$ cat src/rtl/seq_shift_add_multiplier_if.sv
// seq_shift_add_multiplier_if: start/done handshake and operand/product bus for the shift-add multiplier.
interface seq_shift_add_multiplier_if #(parameter int WIDTH = 4);
  logic               start;
  logic [WIDTH-1:0]   mcand;
  logic [WIDTH-1:0]   mplier;
  logic               busy;
  logic               done;
  logic [2*WIDTH-1:0] product;
  modport master (output start, mcand, mplier, input busy, done, product);
  modport slave  (input start, mcand, mplier, output busy, done, product);
endinterface

$ cat src/rtl/seq_shift_add_multiplier.sv
// seq_shift_add_multiplier: unsigned multiplier doing one ripple-carry conditional add and right shift per clock.
module seq_shift_add_multiplier #(
  parameter int WIDTH = 4,
  parameter int CNT_W = 3
) (
  input logic clk,
  input logic rst_n,
  seq_shift_add_multiplier_if.slave bus
);
  localparam logic [0:0] IDLE = 1'b0;
  localparam logic [0:0] CALC = 1'b1;
  logic [0:0]       state;
  logic [WIDTH-1:0] a, q, p_hi, addend, sum;
  logic [WIDTH:0]   c;
  logic [CNT_W-1:0] cnt;
  assign addend = q[0] ? a : '0;
  assign c[0] = 1'b0;
  // Explicit ripple chain so the carry-out lands in the product MSB instead of being dropped.
  for (genvar i = 0; i < WIDTH; i++) begin : g_rca
    assign sum[i]   = p_hi[i] ^ addend[i] ^ c[i];
    assign c[i+1]   = (p_hi[i] & addend[i]) | (c[i] & (p_hi[i] ^ addend[i]));
  end
  always_ff @(posedge clk or negedge rst_n) begin
    if (!rst_n) begin
      state       <= IDLE;
      a           <= '0;
      q           <= '0;
      p_hi        <= '0;
      cnt         <= '0;
      bus.busy    <= 1'b0;
      bus.done    <= 1'b0;
      bus.product <= '0;
    end else if (state == IDLE) begin
      bus.done <= 1'b0;
      if (bus.start) begin
        a        <= bus.mcand;
        q        <= bus.mplier;
        p_hi     <= '0;
        cnt      <= '0;
        bus.busy <= 1'b1;
        state    <= CALC;
      end
    end else begin
      {p_hi, q} <= {c[WIDTH], sum, q[WIDTH-1:1]};
      cnt       <= cnt + 1'b1;
      if (cnt == CNT_W'(WIDTH - 1)) begin
        bus.product <= {c[WIDTH], sum, q[WIDTH-1:1]};
        bus.done    <= 1'b1;
        bus.busy    <= 1'b0;
        state       <= IDLE;
      end
    end
  end
endmodule

$ cat src/flat_wrapper.sv
// flat-port wrapper written by rule: the top's interface ports become plain ports
module seq_shift_add_multiplier_flat 
#(
  parameter int WIDTH = 4,
  parameter int CNT_W = 3
)
  (clk, rst_n, bus_start, bus_mcand, bus_mplier, bus_busy, bus_done, bus_product);
  seq_shift_add_multiplier_if #(.WIDTH(WIDTH)) bus_i ();
  input logic clk;
  input logic rst_n;
  input wire logic [$bits(bus_i.start)-1:0] bus_start;
  input wire logic [$bits(bus_i.mcand)-1:0] bus_mcand;
  input wire logic [$bits(bus_i.mplier)-1:0] bus_mplier;
  output wire logic [$bits(bus_i.busy)-1:0] bus_busy;
  output wire logic [$bits(bus_i.done)-1:0] bus_done;
  output wire logic [$bits(bus_i.product)-1:0] bus_product;
  assign bus_i.start = bus_start;
  assign bus_i.mcand = bus_mcand;
  assign bus_i.mplier = bus_mplier;
  assign bus_busy = bus_i.busy;
  assign bus_done = bus_i.done;
  assign bus_product = bus_i.product;
  seq_shift_add_multiplier #(.WIDTH(WIDTH), .CNT_W(CNT_W)) u_core (.clk(clk), .rst_n(rst_n), .bus(bus_i));
endmodule
$ cat config.mk
export PLATFORM = sky130hd
export DESIGN_NAME = seq_shift_add_multiplier_flat
export DESIGN_NICKNAME = d
export VERILOG_FILES = /design/src/rtl/seq_shift_add_multiplier_if.sv /design/src/rtl/seq_shift_add_multiplier.sv /design/src/flat_wrapper.sv
export SDC_FILE = /design/constraint.sdc
export NUM_CORES = 1
export LEC_CHECK = 0
export BUFFER_PORTS_ARGS = -buffer_cell sky130_fd_sc_hd__buf_4
export CAP_MARGIN = 5
export CORE_ASPECT_RATIO = 0.9
export CORE_UTILIZATION = 35
export CTS_CLUSTER_DIAMETER = 40
export DETAILED_ROUTE_END_ITERATION = 10
export SETUP_SLACK_MARGIN = 0.2
export SYNTH_ARGS = -nofsm -noshare
export SYNTH_HDL_FRONTEND = slang
export SYNTH_SLANG_ARGS = --single-unit
$ cat constraint.sdc
create_clock -name clk -period 2.7 [get_ports clk]
set_input_delay 0.54 -clock clk [delete_from_list [all_inputs] [get_ports clk]]
set_output_delay 0.54 -clock clk [all_outputs]
set_load 0.005 [all_outputs]
==> impl_metrics.csv <==
group,metric,value,unit
synth,async_flop_share,1.00,
synth,ys_warn_count,0,
cells_and_area,area_growth,19.3,%
worst_setup_path,required,2.85,ns
worst_setup_path,cpMaxStageDelayCell,"fa_1",
worst_setup_path,crit_type,"reg -> reg",
timing,setup_viol_count_final,0,
cells_and_area,fin_nets,129,
floorplan,dieArea,3610,sq um
global_routing,antenna_found_initial,0,
clocking,clock_latency,0.26,ns
floorplan,io-pin-count,21,
detailed_routing,wirelength,2030,microns
pwr,pwr-share-seq,0.480,
detailed_routing,drtPass1Iterations,4,
timing,worstMarginPinSlew,0.827,ns
cells_and_area,antenna_cells,0,
synth,synth_top_cell_by_area,"dfrtp_1",
clocking,path_clk_slew,0.08,ns
pwr,p_sw_frac,0.320,
worst_setup_path,startpoint_type,"register",
timing,final.setup.tns,0,ns
pwr,p_per_area,1020,nW/um^2
synth,synth_ff_type,"dfrtp_1",
pwr,p_leak,0.679,nW
detailed_routing,drc_errors,0,
timing,clock.fmax,427,MHz
floorplan,die_y,57.1,microns
detailed_routing,drt_iter0_markers,27,
clocking,cts_tree,"yes",
placed_design,placed_cells,149,
detailed_routing,vias_per_cell,4.86,
pwr,power_frac_clock,0.170,
synth,synth_area_per_cell,13.0,sq um
synth,synth_top_area_share,0.551,
detailed_routing,postRouteAntennaNets,0,
pwr,p_switching,0.459,mW
floorplan,fp-row-count,19,
timing,rsz0062_at_grt,"no",
timing,fin_crit_sh,0.868,
placed_design,gp_congestion,0.710,
cells_and_area,finalCoreUtilization,0.449,
clocking,clock-root-buffer,"clkbuf_8",
timing,fin_skew,0.00278,ns
cells_and_area,stdcell_count,153,
synth,yosysSeqAreaShare,0.551,
synth,netlist_area,1180,sq um
floorplan,dieWidth,63.2,microns
synth,yosysMostFrequentCell,"dfrtp_1",
detailed_routing,wl_per_cell,13.2,microns
worst_setup_path,critical_path_arrival,2.50,ns
run_status,status,"complete, no violations",
timing,slew_viol_final,0,
placed_design,io_buffers,20,
timing,hold_viol,0,
floorplan,core_area,3140,sq um
timing,whs,0.161,ns
global_routing,groute.usage.overall,0.133,
synth,ys_types,21,
synth,synth-edff-count,0,
cells_and_area,nFillCells,314,
global_routing,grt_pass1_wl,3680,microns
worst_setup_path,cpPeakStageDelay,0.48,ns
clocking,cts_buffer_depth,2,
timing,layout_min_cycle_time,2.34,ns
synth,syn-num-nets,108,
cells_and_area,seq_area,651,sq um
synth,synth_cells,91,
worst_setup_path,end_kind,"register",
clocking,cts_hold_buf,0,
clocking,htreeDepth,1,
cells_and_area,multi_input_area,462,sq um
worst_setup_path,crit_chain,"and2_1 -> ha_1 -> inv_1 -> fa_2 -> fa_1 -> fa_1 -> inv_1 -> mux2_1",
floorplan,initial_core_util,0.376,
cells_and_area,drive_above_1_share,0.342,
clocking,clock-sinks,26,
global_routing,grt_overflow_total,0,
synth,synth_area_leaders,"dfrtp_1 (55%), mux2_2 (9.5%), fa_1 (5.1%)",
timing,slew_headroom,0.449,
pwr,ir_drop,0.398,mV
global_routing,grt_max_degree,27,
placed_design,hpwl,1460,microns
run,drv_cap,0,
synth,ys_seq_elements,26,
clocking,cts_buffers,3,
pwr,p_comb_frac,0.349,
global_routing,grt_pass1_vias,778,
detailed_routing,via_count,743,
worst_setup_path,critPathMaxFanout,5,
min_path,worstHoldPathType,"in -> async",
pwr,power.internal,0.976,mW
synth,synth_common_cells,"dfrtp_1 (26), inv_1 (10), mux2_2 (10), nand2_1 (7), mux2i_1 (6)",
[placed cells by master, fill, tap and decap left out]
cell / count
a21o_2: 1
a22o_1: 3
and2_1: 1
buf_4: 20
clkbuf_8: 4
dfrtp_1: 26
fa_1: 2
fa_2: 1
ha_1: 3
inv_1: 10
mux2_1: 1
mux2_2: 10
mux2i_1: 6
nand2_1: 7
nand2_4: 1
nand2b_1: 3
nor2_1: 2
nor2b_4: 1
o21a_1: 1
o21ai_0: 4
o2bb2ai_1: 1
o31ai_1: 3
[sequential cells by signal, indices dropped and copies added, names as in the netlist]
signal              count
u_core.p_hi             4
u_core.bus.busy         1
u_core.state            1
u_core.bus.done         1
u_core.q                4
u_core.bus.product      8
u_core.a                4
u_core.cnt              3
[metrics by stage]
stage               worst slack [ns]  cell area, sq um  total power, mW
floorplan                      0.391              1180             1.03
global route                   0.248              1410             1.57
finish                         0.357              1410             1.44
CTS                            0.298              1410             1.46
detailed placement             0.311              1350             1.21
global placement               0.358              1350             1.18
[power by group through the flow]
stage	logic [mW]	registers (mW)	clock network, mW
finish	0.502	0.689	0.244
global placement	0.490	0.692	0
CTS	0.513	0.691	0.258
floorplan	0.398	0.633	0
global route	0.580	0.719	0.273
detailed placement	0.512	0.698	0
[per-layer routing]
metal	global-route usage	vias to the layer above	share of wire
met3	0.0400	2	0.049
met1	0.183	378	0.49
li1	-	345	-
met2	0.207	18	0.45
met5	0	-	0
met4	0.0292	0	0.0064
[critical path: cells and delay by family, from the launching register on]
| kind | cells | cell delay [ns] |
|---|---|---|
| adder cells (fa/ha/maj) | 4 | 1.32 |
| multiplexers | 1 | 0.27 |
| buffers and inverters | 2 | 0.10 |
| flip-flops | 1 | 0.40 |
| AND/OR/NAND/NOR | 1 | 0.14 |
[path summary, 6_finish.rpt]
| kind | start | slack (ns) | depth (start not counted) | to |
|---|---|---|---|---|
| min in group clk | u_core.bus.done | 0.50 | 1 | u_core.bus.done |
| min | rst_n | 0.16 | 1 | u_core.cnt[1] |
| min reg2reg | u_core.bus.done | 0.50 | 1 | u_core.bus.done |
| max in group asynchronous | rst_n | 2.29 | 1 | u_core.bus.product[6] |
| max | u_core.q[0] | 0.36 | 8 | u_core.bus.product[6] |
| max reg2reg | u_core.q[0] | 0.36 | 8 | u_core.bus.product[6] |
[repair_timing]
| action | in CTS | in global routing |
|---|---|---|
| endpoints found under the hold margin | 0 | 0 |
| gates resized for setup | 0 | 1 |
| endpoints found under the setup margin | 0 | 1 |
| setup buffers | 0 | 0 |
[cell type report]
class,count,share of cell area
sequential,26,0.462
multi-input combinational,51,0.328
timing repair buffer,20,0.107
clock buffer,4,0.0391
tap,42,0.0373
inverter,10,0.0267
[kinds of logic (layout without fill, tap and decap cells)]
group / after synthesis / count (layout) / share of synthesized area
mux: 17 / 17 / 0.156
flops: 26 / 26 / 0.551
compound gates: 13 / 13 / 0.0795
fa+ha+maj: 6 / 6 / 0.0827
buf+inv: 14 / 34 / 0.0594
simple gates: 15 / 15 / 0.0711
(Power assumes the default switching activity.)
